`config.mk`:
```
export PLATFORM = sky130hd
export DESIGN_NAME = prng_stream_gen
export DESIGN_NICKNAME = d
export VERILOG_FILES = /design/src/rtl/prng_stream_gen.sv
export SDC_FILE = /design/constraint.sdc
export NUM_CORES = 1
export LEC_CHECK = 0
export ABC_AREA = 0
export ABC_CLOCK_PERIOD_IN_PS = 8700
export BUFFER_PORTS_ARGS = -buffer_cell sky130_fd_sc_hd__buf_2
export CAP_MARGIN = 40
export CORE_MARGIN = 8
export CORE_UTILIZATION = 40
export CTS_BUF_LIST = sky130_fd_sc_hd__clkbuf_8 sky130_fd_sc_hd__clkbuf_16
export CTS_CLUSTER_SIZE = 16
export DETAILED_ROUTE_END_ITERATION = 10
export SYNTH_ARGS = -nofsm -noshare
export SYNTH_HDL_FRONTEND = slang
export SYNTH_SLANG_ARGS = --single-unit
```
`constraint.sdc`:
```
create_clock -name clock -period 8.7 [get_ports clock]
set_input_delay 1.74 -clock clock [delete_from_list [all_inputs] [get_ports clock]]
set_output_delay 1.74 -clock clock [all_outputs]
set_load 0.01 [all_outputs]
```
`src/rtl/prng_stream_gen.sv`:
```
// Pseudo-random word generator: Fibonacci/Galois LFSR feeding a serial-to-word
// shifter, with optional per-byte AES S-box whitening and a valid/ready output.
module prng_stream_gen #(
    parameter int                LFSR_W   = 16,
    parameter int                OUT_W    = 8,
    parameter logic [LFSR_W-1:0] FIB_TAPS = 16'hD008,
    parameter logic [LFSR_W-1:0] GAL_TAPS = 16'hA011,
    parameter bit                WHITEN   = 1'b1
) (
    input  logic              clock,
    input  logic              reset,
    input  logic              seed_load,
    input  logic [LFSR_W-1:0] seed,
    input  logic              mode,
    input  logic              start,
    input  logic              continuous,
    input  logic              stop,
    input  logic              out_ready,
    output logic              out_valid,
    output logic [OUT_W-1:0]  out_data,
    output logic              busy,
    output logic              seed_fixup
);

    typedef enum logic [1:0] {
        S_IDLE,
        S_GEN,
        S_VALID
    } state_t;

    localparam int                CNT_W    = $clog2(OUT_W + 1);
    localparam logic [CNT_W-1:0]  CNT_LAST = CNT_W'(OUT_W - 1);

    localparam logic [7:0] SBOX [256] = '{
        8'h63, 8'h7c, 8'h77, 8'h7b, 8'hf2, 8'h6b, 8'h6f, 8'hc5, 8'h30, 8'h01, 8'h67, 8'h2b, 8'hfe, 8'hd7, 8'hab, 8'h76,
        8'hca, 8'h82, 8'hc9, 8'h7d, 8'hfa, 8'h59, 8'h47, 8'hf0, 8'had, 8'hd4, 8'ha2, 8'haf, 8'h9c, 8'ha4, 8'h72, 8'hc0,
        8'hb7, 8'hfd, 8'h93, 8'h26, 8'h36, 8'h3f, 8'hf7, 8'hcc, 8'h34, 8'ha5, 8'he5, 8'hf1, 8'h71, 8'hd8, 8'h31, 8'h15,
        8'h04, 8'hc7, 8'h23, 8'hc3, 8'h18, 8'h96, 8'h05, 8'h9a, 8'h07, 8'h12, 8'h80, 8'he2, 8'heb, 8'h27, 8'hb2, 8'h75,
        8'h09, 8'h83, 8'h2c, 8'h1a, 8'h1b, 8'h6e, 8'h5a, 8'ha0, 8'h52, 8'h3b, 8'hd6, 8'hb3, 8'h29, 8'he3, 8'h2f, 8'h84,
        8'h53, 8'hd1, 8'h00, 8'hed, 8'h20, 8'hfc, 8'hb1, 8'h5b, 8'h6a, 8'hcb, 8'hbe, 8'h39, 8'h4a, 8'h4c, 8'h58, 8'hcf,
        8'hd0, 8'hef, 8'haa, 8'hfb, 8'h43, 8'h4d, 8'h33, 8'h85, 8'h45, 8'hf9, 8'h02, 8'h7f, 8'h50, 8'h3c, 8'h9f, 8'ha8,
        8'h51, 8'ha3, 8'h40, 8'h8f, 8'h92, 8'h9d, 8'h38, 8'hf5, 8'hbc, 8'hb6, 8'hda, 8'h21, 8'h10, 8'hff, 8'hf3, 8'hd2,
        8'hcd, 8'h0c, 8'h13, 8'hec, 8'h5f, 8'h97, 8'h44, 8'h17, 8'hc4, 8'ha7, 8'h7e, 8'h3d, 8'h64, 8'h5d, 8'h19, 8'h73,
        8'h60, 8'h81, 8'h4f, 8'hdc, 8'h22, 8'h2a, 8'h90, 8'h88, 8'h46, 8'hee, 8'hb8, 8'h14, 8'hde, 8'h5e, 8'h0b, 8'hdb,
        8'he0, 8'h32, 8'h3a, 8'h0a, 8'h49, 8'h06, 8'h24, 8'h5c, 8'hc2, 8'hd3, 8'hac, 8'h62, 8'h91, 8'h95, 8'he4, 8'h79,
        8'he7, 8'hc8, 8'h37, 8'h6d, 8'h8d, 8'hd5, 8'h4e, 8'ha9, 8'h6c, 8'h56, 8'hf4, 8'hea, 8'h65, 8'h7a, 8'hae, 8'h08,
        8'hba, 8'h78, 8'h25, 8'h2e, 8'h1c, 8'ha6, 8'hb4, 8'hc6, 8'he8, 8'hdd, 8'h74, 8'h1f, 8'h4b, 8'hbd, 8'h8b, 8'h8a,
        8'h70, 8'h3e, 8'hb5, 8'h66, 8'h48, 8'h03, 8'hf6, 8'h0e, 8'h61, 8'h35, 8'h57, 8'hb9, 8'h86, 8'hc1, 8'h1d, 8'h9e,
        8'he1, 8'hf8, 8'h98, 8'h11, 8'h69, 8'hd9, 8'h8e, 8'h94, 8'h9b, 8'h1e, 8'h87, 8'he9, 8'hce, 8'h55, 8'h28, 8'hdf,
        8'h8c, 8'ha1, 8'h89, 8'h0d, 8'hbf, 8'he6, 8'h42, 8'h68, 8'h41, 8'h99, 8'h2d, 8'h0f, 8'hb0, 8'h54, 8'hbb, 8'h16
    };

    state_t             state;
    logic [LFSR_W-1:0]  lfsr;
    logic [LFSR_W-1:0]  next_lfsr;
    logic [OUT_W-1:0]   word_reg;
    logic [OUT_W-1:0]   white_word;
    logic [CNT_W-1:0]   bit_cnt;
    logic               mode_q;
    logic               step_bit;

    // NOTE: every variable gets a default first so no path can infer a latch.
    always_comb begin
        next_lfsr = lfsr;
        step_bit  = 1'b0;
        if (mode_q) begin
            step_bit  = lfsr[LFSR_W-1];
            next_lfsr = {lfsr[LFSR_W-2:0], 1'b0} ^ ({LFSR_W{lfsr[LFSR_W-1]}} & GAL_TAPS);
        end else begin
            step_bit  = ^(lfsr & FIB_TAPS);
            next_lfsr = {lfsr[LFSR_W-2:0], step_bit};
        end
    end

    // NOTE: sequential state uses non-blocking assignments only, so every
    // right-hand side sees the pre-edge value regardless of statement order.
    always_ff @(posedge clock or posedge reset) begin
        if (reset) begin
            state      <= S_IDLE;
            lfsr       <= LFSR_W'(1);
            word_reg   <= '0;
            bit_cnt    <= '0;
            mode_q     <= 1'b0;
            seed_fixup <= 1'b0;
        end else begin
            case (state)
                S_IDLE: begin
                    // A simultaneous start is dropped so the new seed is never skipped.
                    if (seed_load) begin
                        if (seed == '0) begin
                            lfsr       <= LFSR_W'(1);
                            seed_fixup <= 1'b1;
                        end else begin
                            lfsr       <= seed;
                            seed_fixup <= 1'b0;
                        end
                    end else if (start) begin
                        state   <= S_GEN;
                        mode_q  <= mode;
                        bit_cnt <= '0;
                    end
                end
                S_GEN: begin
                    if (stop) begin
                        state <= S_IDLE;
                    end else begin
                        lfsr     <= next_lfsr;
                        word_reg <= (word_reg << 1) | OUT_W'(step_bit);
                        bit_cnt  <= bit_cnt + 1'b1;
                        if (bit_cnt == CNT_LAST) begin
                            state <= S_VALID;
                        end
                    end
                end
                S_VALID: begin
                    if (stop) begin
                        state <= S_IDLE;
                    end else if (out_ready) begin
                        if (continuous) begin
                            state   <= S_GEN;
                            bit_cnt <= '0;
                        end else begin
                            state <= S_IDLE;
                        end
                    end
                end
                default: state <= S_IDLE;
            endcase
        end
    end

    generate
        if (WHITEN) begin : g_whiten
            for (genvar b = 0; b < OUT_W / 8; b++) begin : g_byte
                assign white_word[8*b +: 8] = SBOX[word_reg[8*b +: 8]];
            end
        end else begin : g_raw
            assign white_word = word_reg;
        end
    endgenerate

    assign out_valid = (state == S_VALID);
    assign busy      = (state != S_IDLE);
    assign out_data  = out_valid ? white_word : '0;

endmodule
```
# After elaboration in Yosys (flattened, before gate mapping)

Memory sizes are Yosys's and may differ from the RTL's.
Index checks and enable logic that the tools add are counted.

RAM bits: 0
Memory bits (read-only): 2,048
Register bits after elaboration: 32
Latch bits: 0
Input port bits: 24
Memories kept: 1

Reductions and logical operators: 12
Magnitude comparators: 1
Add/subtract/negate cells: 1
Shift operators: 0
Divide/modulo/power cells: 0
Bitwise logic cells: 5
Equality and inequality tests: 12
Muxes and demuxes: 25
Multipliers: 0

Memories:

| memory           | words | width | rd ports | clocked after Yosys merged registers in | write ports | line | text |
|---|---|---|---|---|---|---|---|
| (name not given) | 256   | 8     | 1        | 0                                       | 0           | 135  | `assign white_word[8*b +: 8] = SBOX[word_reg[8*b +: 8]];` |

Operators with widths:

| kind                                                             | count |
|---|---|
| 16-bit two-way mux                                               | 4 |
| 16-bit case mux with 2 select lines                              | 1 |
| 4-bit two-way mux                                                | 6 |
| 8-bit two-way mux                                                | 3 |
| 16-bit logical NOT                                               | 1 |
| 16-bit XOR reduction                                             | 1 |
| 16-bit bitwise XOR                                               | 1 |
| 2-bit inequality test (second input constant)                    | 7 |
| 2-bit two-way mux                                                | 6 |
| 4-bit case mux with 3 select lines                               | 1 |
| 9-bit >= comparator (second input constant)                      | 1 |
| 8-bit NOT with 9-bit output                                      | 1 |
| 8-bit by 1-bit OR with 8-bit output                              | 1 |
| 7-bit AND reduction                                              | 1 |
| 3-bit inequality test (second input constant)                    | 2 |
| 2-bit case mux with 3 select lines                               | 1 |
| 3-bit AND reduction                                              | 2 |
| 4-bit by 1-bit adder with 4-bit output (second input constant)   | 1 |
| 4-bit by 3-bit == test with 1-bit output (second input constant) | 1 |
| 2-bit AND reduction                                              | 2 |
| 4-bit AND reduction                                              | 1 |
| 2-bit nonzero test                                               | 2 |
| 1-bit two-way mux                                                | 3 |
| 3-bit nonzero test                                               | 1 |
| 4 further kinds                                                  | 5 |

# Logic depth before layout (Yosys ltp)

Depth in word-level cells: 5
Gate-level depth with buffers: 10
Mapped depth without buffers: 8

# Worst setup path after synthesis

No wires, ideal clock.

Path type: reg-to-output
From: register word_reg[1]
To: output out_data[2]
Stages on the path, launching flop included: 11
Buffers on the path: 2
Arrival: 2,518 ps
Path slack: 4,442 ps
Cells stage by stage: dfrtp_1 -> buf_2 -> inv_1 -> ha_1 -> clkbuf_1 -> inv_1 -> o211a_1 -> a2111oi_2 -> a211oi_2 -> o22ai_1 -> o311a_1

Longest elaborated chain between the ends: 5

Ends and longest elaborated chain:

| element                                              | line | text |
|---|---|---|
| from (decl)                                          | 56   | `logic [OUT_W-1:0] word_reg;` |
| from (signal assigned)                               | 108  | `word_reg <= (word_reg << 1) \| OUT_W'(step_bit);` |
| 8-bit NOT with 9-bit output (not written as such)    | 135  |  |
| memory 256 x 8 bit                                   | --   |  |
| 8-bit two-way mux (not written as such) (2 in a row) | 135  |  |
| 8-bit two-way mux                                    | 144  | `assign out_data = out_valid ? white_word : '0;` |
| to (decl)                                            | 20   | `output logic [OUT_W-1:0] out_data,` |

No other way between the ends. The select of a mux whose other input is x is not followed.

# Final worst setup path

From: register word_reg[0]
To: output out_data[3]

The elaborated chain is that of the path after synthesis.

==> qor.csv <==
metric,value,unit
dp_slack,3.62,ns
setup_ws,3.10,ns
top_level_ports,35,
final_cell_mix,"o21ai_0 (87), nand2_1 (80), a21oi_1 (52), nor2_1 (50), buf_2 (34)",
ys_seq_area_share,16.3,%
final_common_cell,o21ai_0,
cts_resized,0,
hold_depth,2,
finalHoldViolations,0,
die_height,127,um
path_max_fanout,30,
run_status,"finished, final reports clean",
synthArstFlopShare,100,%
fin_crit_sh,64.4,%
critPathArrivalTime,3.86,ns
netlist_area,0.00491,mm^2
max_slew_margin,34.9,%
fp-row-count,40,
totalPowerFinal,2.33,mW
cp-end-kind,primary output,
wl_per_cell,26.6,um
grt.total_usage,27.3,%
nets,738,
dp_hpwl,15.3,mm
drive_gt1_share,11.4,%
coreArea,0.0120,mm^2
final_max_slew_viol_count,0,
final.setup.tns,0,ns
drt_wl_total,22.5,mm
rsz0062_at_grt,no,
worstSetupPathType,reg -> out,
cp_cell_sequence,buf_4 > inv_1 > ha_1 > nor2b_1 > o21ai_0 > a21oi_1 > a31oi_1 > o221ai_1 > a32oi_1 > buf_2,
port_buffers,34,
synth_nets,758,
clockBufferDepth,2,
via_count,6028,
leakagePower,2.02,nW
viasPerCell,7.12,
fp.dieArea,0.0161,mm^2
slowest_delay,0.81,ns
grt_max_degree,83,
period_minus_slack,5.60,ns
ys_warn_count,0,
powerDensity,450,mW/mm^2
cts_made_buffers,5,
grt_pass1_wl,34.2,mm
drc,0,
crit_required,6.96,ns
postCtsSetupBuffers,0,
cts_sinks,32,
synth_ff_type,dfrtp_1,
setup_viol,0,
die_x,127,um
startpoint_type,flop,
drtIter0Drc,1226,
worstSkewPairLatency,0.28,ns
hp-class,reg -> reg,
worstMarginPinSlew,0.969,ns
place.gp.congestion,1.05,
final_antenna_net_count,0,
ys_types,80,
timing.fmax,179,MHz
finClkSkew,0.00275,ns
cts-htree-levels,2,
synth-seq-cells,32,
ff2ff_path_depth,7,
synthCells,718,
start_util,40.9,%
vdd_drop_max,302,uV
largest_register_ffs,16,
cts_hold_buf,0,
cts.clk_slew.worst_paths,0.06,ns
synth_area_per_cell,6.83,um^2
areaGrowthSynthToFinish,5.58,%
grt_pass1_vias,5600,
drt_pass1_iterations,6,
clockRootBuffer,clkbuf_16,
synth_edf_count,0,
maxCapViolCount,0,
cp_slowest_cell,ha_1,
antenna_found_initial,1,
cts_tree,yes,
gr-total-overflow,0,
## cell type report
| cell class | count | area [um^2] |
|---|---|---|
| Sequential cell | 32 | 808 |
| Inverter | 16 | 60.1 |
| Clock buffer | 5 | 125 |
| Clock inverter | 3 | 42.5 |
| Antenna cell | 1 | 2.50 |
| Tap cell | 147 | 184 |
| Fill cell | 1266 | 6830 |
| Timing Repair Buffer | 48 | 279 |
| Multi-Input combinational cell | 595 | 3680 |
## Yosys cell counts, types with 9 or more instances
library cell / number / share of area [%]
o21ai_0: 87 / 8.9
nand2_1: 80 / 6.1
a21oi_1: 53 / 5.4
nor2_1: 50 / 3.8
buf_2: 33 / 3.4
dfrtp_1: 31 / 16
clkbuf_1: 29 / 2.2
nand2b_1: 27 / 3.4
nor3_1: 24 / 2.4
o211ai_1: 19 / 2.9
nand3_1: 17 / 1.7
ha_1: 16 / 4.1
a31oi_1: 15 / 1.9
inv_1: 15 / 1.1
nor2b_1: 14 / 1.8
mux2i_1: 13 / 2.7
a211oi_1: 12 / 1.8
a311oi_1: 12 / 2.1
o22ai_1: 10 / 1.3
o311ai_0: 10 / 1.8
a221oi_1: 9 / 1.6
nor4_1: 9 / 1.1
## critical path, delay by kind of cell (launching register included)
| family | cells | cell delay [ns] |
|---|---|---|
| AO/OA/AOI/OAI | 5 | 0.96 |
| adder cells (fa/ha/maj) | 1 | 0.81 |
| buffers and inverters | 3 | 0.88 |
| flip-flops | 1 | 0.32 |
| AND/OR/NAND/NOR | 1 | 0.59 |
## metrics by stage
step / hold WS [ns] / cell area [um^2] / utilization, % / cells
floorplan: 0.449 / 4910 / - / 718
global route: 0.509 / 5180 / 43.1 / 846
finish: 0.474 / 5180 / 43.1 / 847
CTS: 0.480 / 5180 / 43.1 / 846
detailed placement: 0.467 / 5010 / 41.7 / 838
global placement: 0.460 / 4990 / 41.6 / 836
## worst paths after layout
kind | from | end | slack (ns)
setup / recovery | word_reg[0] | out_data[3] | 3.10
hold / removal | seed_fixup | seed_fixup | 0.47
setup reg to reg | state[1] | lfsr[15] | 6.27
hold reg to reg | seed_fixup | seed_fixup | 0.47
max in group asynchronous | reset | lfsr[0] | 6.81
min in group asynchronous | reset | word_reg[1] | 1.54
## layer usage
layer	global-route usage, %	wire (um)	vias to the layer above
met5	0	0	-
li1	-	-	2650
met3	6.33	2770	113
met4	14.6	1400	0
met2	40.1	9380	501
met1	36.4	8980	2764
## cell families after synthesis
kind of cell | after synthesis | synth area share [%]
flops | 32 | 16.3
buf+inv | 91 | 8.75
compound gates | 290 | 38.9
fa+ha+maj | 16 | 4.08
xor+xnor | 8 | 1.43
simple gates | 264 | 26.7
mux | 17 | 3.80
## power by group
| part | switching [mW] | internal, mW | leakage (nW) |
|---|---|---|---|
| Sequential | 0.0932 | 0.191 | 0.400 |
| Clock | 0.0685 | 0.134 | 0.0798 |
| Combinational | 1.28 | 0.565 | 1.54 |
No activity file was read; power rests on OpenSTA's default activity.
